<file path="config.mk">
export PLATFORM = sky130hd
export DESIGN_NAME = trace_buffer
export DESIGN_NICKNAME = d
export VERILOG_FILES = /design/src/rtl/trace_buffer.sv
export SDC_FILE = /design/constraint.sdc
export NUM_CORES = 2
export LEC_CHECK = 0
export CORE_MARGIN = 2
export CORE_UTILIZATION = 55
export DETAILED_ROUTE_END_ITERATION = 12
export PLACE_DENSITY = 0.73
export SLEW_MARGIN = 0
export SYNTH_ARGS = -nofsm -noshare
export SYNTH_HDL_FRONTEND = slang
export SYNTH_SLANG_ARGS = --single-unit
</file>
<file path="constraint.sdc">
create_clock -name clk -period 6.4 [get_ports clk]
set_input_delay 1.28 -clock clk [delete_from_list [all_inputs] [get_ports clk]]
set_output_delay 1.28 -clock clk [all_outputs]
set_load 0.01 [all_outputs]
</file>
<file path="src/rtl/trace_buffer.sv">
// ============================================================================
// Module   : trace_buffer
// Purpose  : First-word-fall-through capture buffer for retired-instruction
//            trace records, with sequence stamping and overflow accounting.
// Revision : 1.0 - initial release
// ============================================================================
`default_nettype none

module trace_buffer #(
    parameter int DEPTH   = 16,
    parameter int IMM_W   = 12,
    parameter int MODE    = 0,
    localparam int ENTRY_W = 16 + 32 + 15 + 32 + IMM_W,
    localparam int CW      = $clog2(DEPTH) + 1
) (
    input  logic               clk,
    input  logic               rst,
    input  logic               clear,
    input  logic               capture_en,
    input  logic               trace_valid,
    input  logic [31:0]        trace_instruction,
    input  logic [4:0]         trace_rd,
    input  logic [4:0]         trace_rs1,
    input  logic [4:0]         trace_rs2,
    input  logic [31:0]        trace_rd_value,
    input  logic [IMM_W-1:0]   trace_imm,
    output logic               out_valid,
    input  logic               out_ready,
    output logic [ENTRY_W-1:0] out_entry,
    output logic [CW-1:0]      count,
    output logic               full,
    output logic               empty,
    output logic               overflow,
    output logic [15:0]        dropped
);

    localparam int            PW          = $clog2(DEPTH);
    localparam logic [CW-1:0] C_FULL_CNT  = CW'(DEPTH);
    localparam logic [15:0]   C_DROP_MAX  = 16'hFFFF;

    logic [ENTRY_W-1:0] mem_q [DEPTH];

    logic [PW-1:0] wr_ptr_q, wr_ptr_d;
    logic [PW-1:0] rd_ptr_q, rd_ptr_d;
    logic [CW-1:0] count_q, count_d;
    logic [15:0]   seq_q, seq_d;
    logic [15:0]   dropped_q, dropped_d;
    logic          overflow_q, overflow_d;

    logic               w_push;
    logic               w_pop;
    logic               w_full;
    logic               w_empty;
    logic               w_wr_en;
    logic [ENTRY_W-1:0] w_entry;

    assign w_full  = (count_q == C_FULL_CNT);
    assign w_empty = (count_q == '0);
    assign w_push  = trace_valid && capture_en && !clear;
    assign w_pop   = !w_empty && out_ready && !clear;

    assign w_entry = {seq_q, trace_instruction, trace_rd, trace_rs1, trace_rs2,
                      trace_rd_value, trace_imm};

    always_comb begin
        wr_ptr_d   = wr_ptr_q;
        rd_ptr_d   = rd_ptr_q;
        count_d    = count_q;
        seq_d      = seq_q;
        dropped_d  = dropped_q;
        overflow_d = overflow_q;
        w_wr_en    = 1'b0;

        if (clear) begin
            wr_ptr_d   = '0;
            rd_ptr_d   = '0;
            count_d    = '0;
            seq_d      = '0;
            dropped_d  = '0;
            overflow_d = 1'b0;
        end else begin
            // A same-cycle pop frees the head slot, so a push into a full
            // buffer lands where the departing head was and becomes the tail.
            if (w_push && (w_pop || !w_full)) begin
                w_wr_en  = 1'b1;
                wr_ptr_d = wr_ptr_q + 1'b1;
                seq_d    = seq_q + 1'b1;
                if (!w_pop) begin
                    count_d = count_q + 1'b1;
                end
            end else if (w_push) begin
                overflow_d = 1'b1;
                if (dropped_q != C_DROP_MAX) begin
                    dropped_d = dropped_q + 1'b1;
                end
                if (MODE == 1) begin
                    w_wr_en  = 1'b1;
                    wr_ptr_d = wr_ptr_q + 1'b1;
                    rd_ptr_d = rd_ptr_q + 1'b1;
                    seq_d    = seq_q + 1'b1;
                end
            end

            if (w_pop) begin
                rd_ptr_d = rd_ptr_q + 1'b1;
                if (!w_push) begin
                    count_d = count_q - 1'b1;
                end
            end
        end
    end

    always_ff @(posedge clk or posedge rst) begin
        if (rst) begin
            wr_ptr_q   <= '0;
            rd_ptr_q   <= '0;
            count_q    <= '0;
            seq_q      <= '0;
            dropped_q  <= '0;
            overflow_q <= 1'b0;
        end else begin
            wr_ptr_q   <= wr_ptr_d;
            rd_ptr_q   <= rd_ptr_d;
            count_q    <= count_d;
            seq_q      <= seq_d;
            dropped_q  <= dropped_d;
            overflow_q <= overflow_d;
        end
    end

    // Payload storage carries no reset; validity is tracked by count_q alone.
    always_ff @(posedge clk) begin
        if (w_wr_en) begin
            mem_q[wr_ptr_q] <= w_entry;
        end
    end

    assign out_entry = mem_q[rd_ptr_q];
    assign out_valid = !w_empty;
    assign count     = count_q;
    assign full      = w_full;
    assign empty     = w_empty;
    assign overflow  = overflow_q;
    assign dropped   = dropped_q;

endmodule

`default_nettype wire

</file>
==> metrics list <==
* Buffers added on ports: 228
- Arrival time at the worst endpoint: 4.17 ns
* Outcome: completed
- Unrepaired setup endpoints after global routing: no
- Adding up every negative setup slack in the final design gives 0 ns.
- Yosys printed 0 warnings.
- Final Wtd Congestion: 0.782
* Placement row count: 127
- Leakage: 23.4 nW
- Antenna Nets Post-Route: 0
* Worst Reg2Reg Path Length in Cells: 7
* Clk Tree Root Cell: sky130_fd_sc_hd__clkbuf_16
* Reg-to-reg endpoint: mem_q[6][50]
- Worst slew margin: 25.3%
- Unique masters post-synth: 49
* Worst setup slack for register-to-register paths: 3.06 ns
* CTS tree: built
- Cell taking the most area after synthesis: sky130_fd_sc_hd__edfxtp_1
- The clock drives 1758 sinks.
- Timing-limited maximum frequency: 183 MHz
- Hold WC Path Type: register to register
- For the worst setup path, the data required time is 5.12 ns.
* Via count: 30500
- Clock Pin Slew Worst Setup and Hold Paths: 0.06 ns
* Start of the worst register-to-register path: count[0]
- The most used flip-flop cell after synthesis is sky130_fd_sc_hd__edfxtp_1.
- In this run the horizontal extent of the chip is 353 um.
- The number of antenna violations at the first check in global routing is 12.
- WHS Endpoint: overflow
- All-layer global routing usage: 24.3%
- The commonest cells after synthesis are 1712 x sky130_fd_sc_hd__edfxtp_1, 535 x sky130_fd_sc_hd__mux4_2, 91 x sky130_fd_sc_hd__clkbuf_1, 46 x sky130_fd_sc_hd__dfrtp_1, 42 x sky130_fd_sc_hd__buf_2.
- The setup path with the least slack is of type register to output port.
- The final hold violation count is 0.
- Worst VDD drop: 0.265 mV
- After detailed routing, the number of remaining DRC violations is 0.
- Highest net fanout along the worst path: 36
- After filler insertion, the fill cell instance count of the layout stands at 7541.
- Netlist area before placement: 66800 um^2
- Synthesis inferred 1758 register bits.
- Number of flops mapped to enable cells by yosys: 1712
- PD cells: 341 nW/um^2
- Proportion of layout cells with a drive suffix above 1: 28.0%
- Post-CTS Setup Repair Bufs: 0
* Vias per std cell: 6.37
- Global-route wire length before repair: 218000 um
* Detailed placement HPWL: 74500 um
- STA classifies the critical path endpoint as an output port.
* Final wirelength: 148000 um
- The startpoint identified for the worst hold timing path is overflow.
- The number of gates resized after CTS was 0.
- Effective utilization at floorplan: 55.5%
* Fin worst setup slack: 0.947 ns
- In this run, post-CTS hold repair placed 0 buffers.
- Main area contributors after synthesis: sky130_fd_sc_hd__edfxtp_1 77%, sky130_fd_sc_hd__mux4_2 18%, sky130_fd_sc_hd__dfrtp_1 1.7%
* Most common cell in the netlist: sky130_fd_sc_hd__edfxtp_1
* Portion of the post-synthesis area used by sequential elements: 78.7%
- Top-level I/O count: 229
- Area share of the largest cell type after synthesis: 76.9%
- When the netlist entered floorplanning its net count stood at 2788.
- Max-slew violation total from the final report: 0
- Later-pin clock latency in the skew report: 0.80 ns
- Average footprint of a synthesized cell: 24.9 um^2
- Setup violation total in the final timing report: 0
- The floorplan step defined a die boundary enclosing 124000 um^2.
- In this run the number of H-tree levels came out at 4.
* Synth-to-layout area growth: 15.4%
* Number of global-route vias before repair: 31900
- The longest clock path from root to sink contains 3 buffers.
* Core Footprint: 120000 um^2
* Setup slack at placement: 1.75 ns
- Final-stage net count: 3132
- In the final routed layout, each cell accounts on average for 31.0 um.
* Iteration count of the initial detailed-routing pass: 7
- Share of async-settable or async-resettable flops after synthesis: 2.62%
* Number of cells produced by synthesis: 2682
* Crit path time final: 5.45 ns
- For the pin with the worst max-slew slack, the measured transition is 1.11 ns.
- Final critical-path share of the clock period: 85.2%
- Sum of overflow across all layers after global routing: 0
- Type of origin of the critical path: register
- Clock skew on the completed layout was measured at 0.0222 ns.
- Die H: 353 um
- Across the run, the number of max-cap violations was 0.
- Counting instances, the worst hold path has a depth of 2.
- Entering global routing, the biggest net connects 113 pins.
- TritonCTS buffer count: 172
- The detailed router finished its first iteration with 3740 violations.
## stage by stage
step | cell area [um^2] | power [mW] | hold WS [ns] | utilization (%) | std cells
4_1_cts | 77100 | 26.5 | 0.523 | 64.1 | 4775
6_report | 77100 | 26.3 | 0.524 | 64.1 | 4783
2_1_floorplan | 66800 | 15.7 | 0.526 | - | 2682
3_5_place_dp | 71800 | 17.0 | 0.500 | 59.7 | 4464
3_3_place_gp | 71800 | 16.9 | 0.494 | 59.7 | 4464
5_1_grt | 77100 | 27.1 | 0.543 | 64.1 | 4778
## area by class of cell
type,instances,area [um^2],share of cell area [%]
timing repair buffer,308,3430,4.45
tap,1612,2020,2.62
antenna,8,20.0,0.0260
clock inverter,87,669,0.868
clock buffer,224,4650,6.03
multi-input combinational,775,13700,17.8
inverter,11,41.3,0.0536
sequential,1758,52600,68.2
## cells in the final DEF, fill, tap and decap left out, drive strengths merged, types with 6 or more instances in the layout
cell,Yosys,routed
mux4,535,535
bufinv,0,8
and3,9,9
nor4,10,10
inv,11,18
o211ai,6,6
o31ai,9,9
o21ai,12,12
clkbuf,91,224
mux2,8,8
nand2,19,19
or4,9,9
edfxtp,1712,1712
ha,9,9
xor2,8,8
diode,0,8
nor2,23,23
and2,13,13
dfrtp,46,46
nand3,19,19
clkinv,0,64
nor3,8,8
and4,7,7
clkinvlp,0,8
clkdlybuf4s50,0,228
nor2b,8,8
buf,47,80
a21oi,19,19
## worst max-delay path by stage
stage / to / from / depth (start not counted) / slack (ns)
floorplan: mem_q[12][0] / clear / 4 / 1.18
global placement: out_entry[58] / rd_ptr_q[0] / 4 / 1.81
detailed placement: out_entry[58] / rd_ptr_q[0] / 4 / 1.75
CTS: out_entry[58] / rd_ptr_q[0] / 4 / 0.83
global route: out_entry[58] / rd_ptr_q[0] / 4 / 0.77
finish: out_entry[58] / rd_ptr_q[0] / 4 / 0.95
## logic make-up (layout without fill, tap and decap cells)
kind of cell             after synthesis  after routing  share of synthesized area (%)
flip-flops                          1758           1758                           78.7
multiplexers                         543            543                           18.2
buffers and inverters                149            630                          0.927
AND/OR/NAND/NOR                      144            144                           1.25
AO/OA/AOI/OAI                         68             68                          0.683
XOR/XNOR                              11             11                          0.144
adder cells (fa/ha/maj)                9              9                          0.169
other                                  0              8                              0
## power by group
| group | switching (mW) | total [mW] | internal (mW) |
|---|---|---|---|
| Clock | 4.12 | 9.56 | 5.43 |
| Sequential | 0.127 | 12.8 | 12.7 |
| Combinational | 1.71 | 3.91 | 2.21 |
## critical path, cell delays in order (launching register included)
cell and delay, ns:
sky130_fd_sc_hd__dfrtp_4 0.99, sky130_fd_sc_hd__buf_4 0.63, sky130_fd_sc_hd__mux4_2 0.63, sky130_fd_sc_hd__mux4_2 0.56, sky130_fd_sc_hd__clkdlybuf4s50_1 0.51
## sequential cells by signal, summed over array words and instances, names as in the netlist
signal,flops
seq_q,16
overflow,1
dropped,16
count,5
mem_q,1712
wr_ptr_q,4
rd_ptr_q,4
## routing by layer
layer	vias up	routed length, um	track usage [%]
li1	12400	-	-
met3	213	11600	4.31
met4	10	3000	6.64
met2	1377	75800	40.1
met1	16500	57800	34.0
met5	-	76	0
Note: power is estimated with default switching activity, not from simulation.
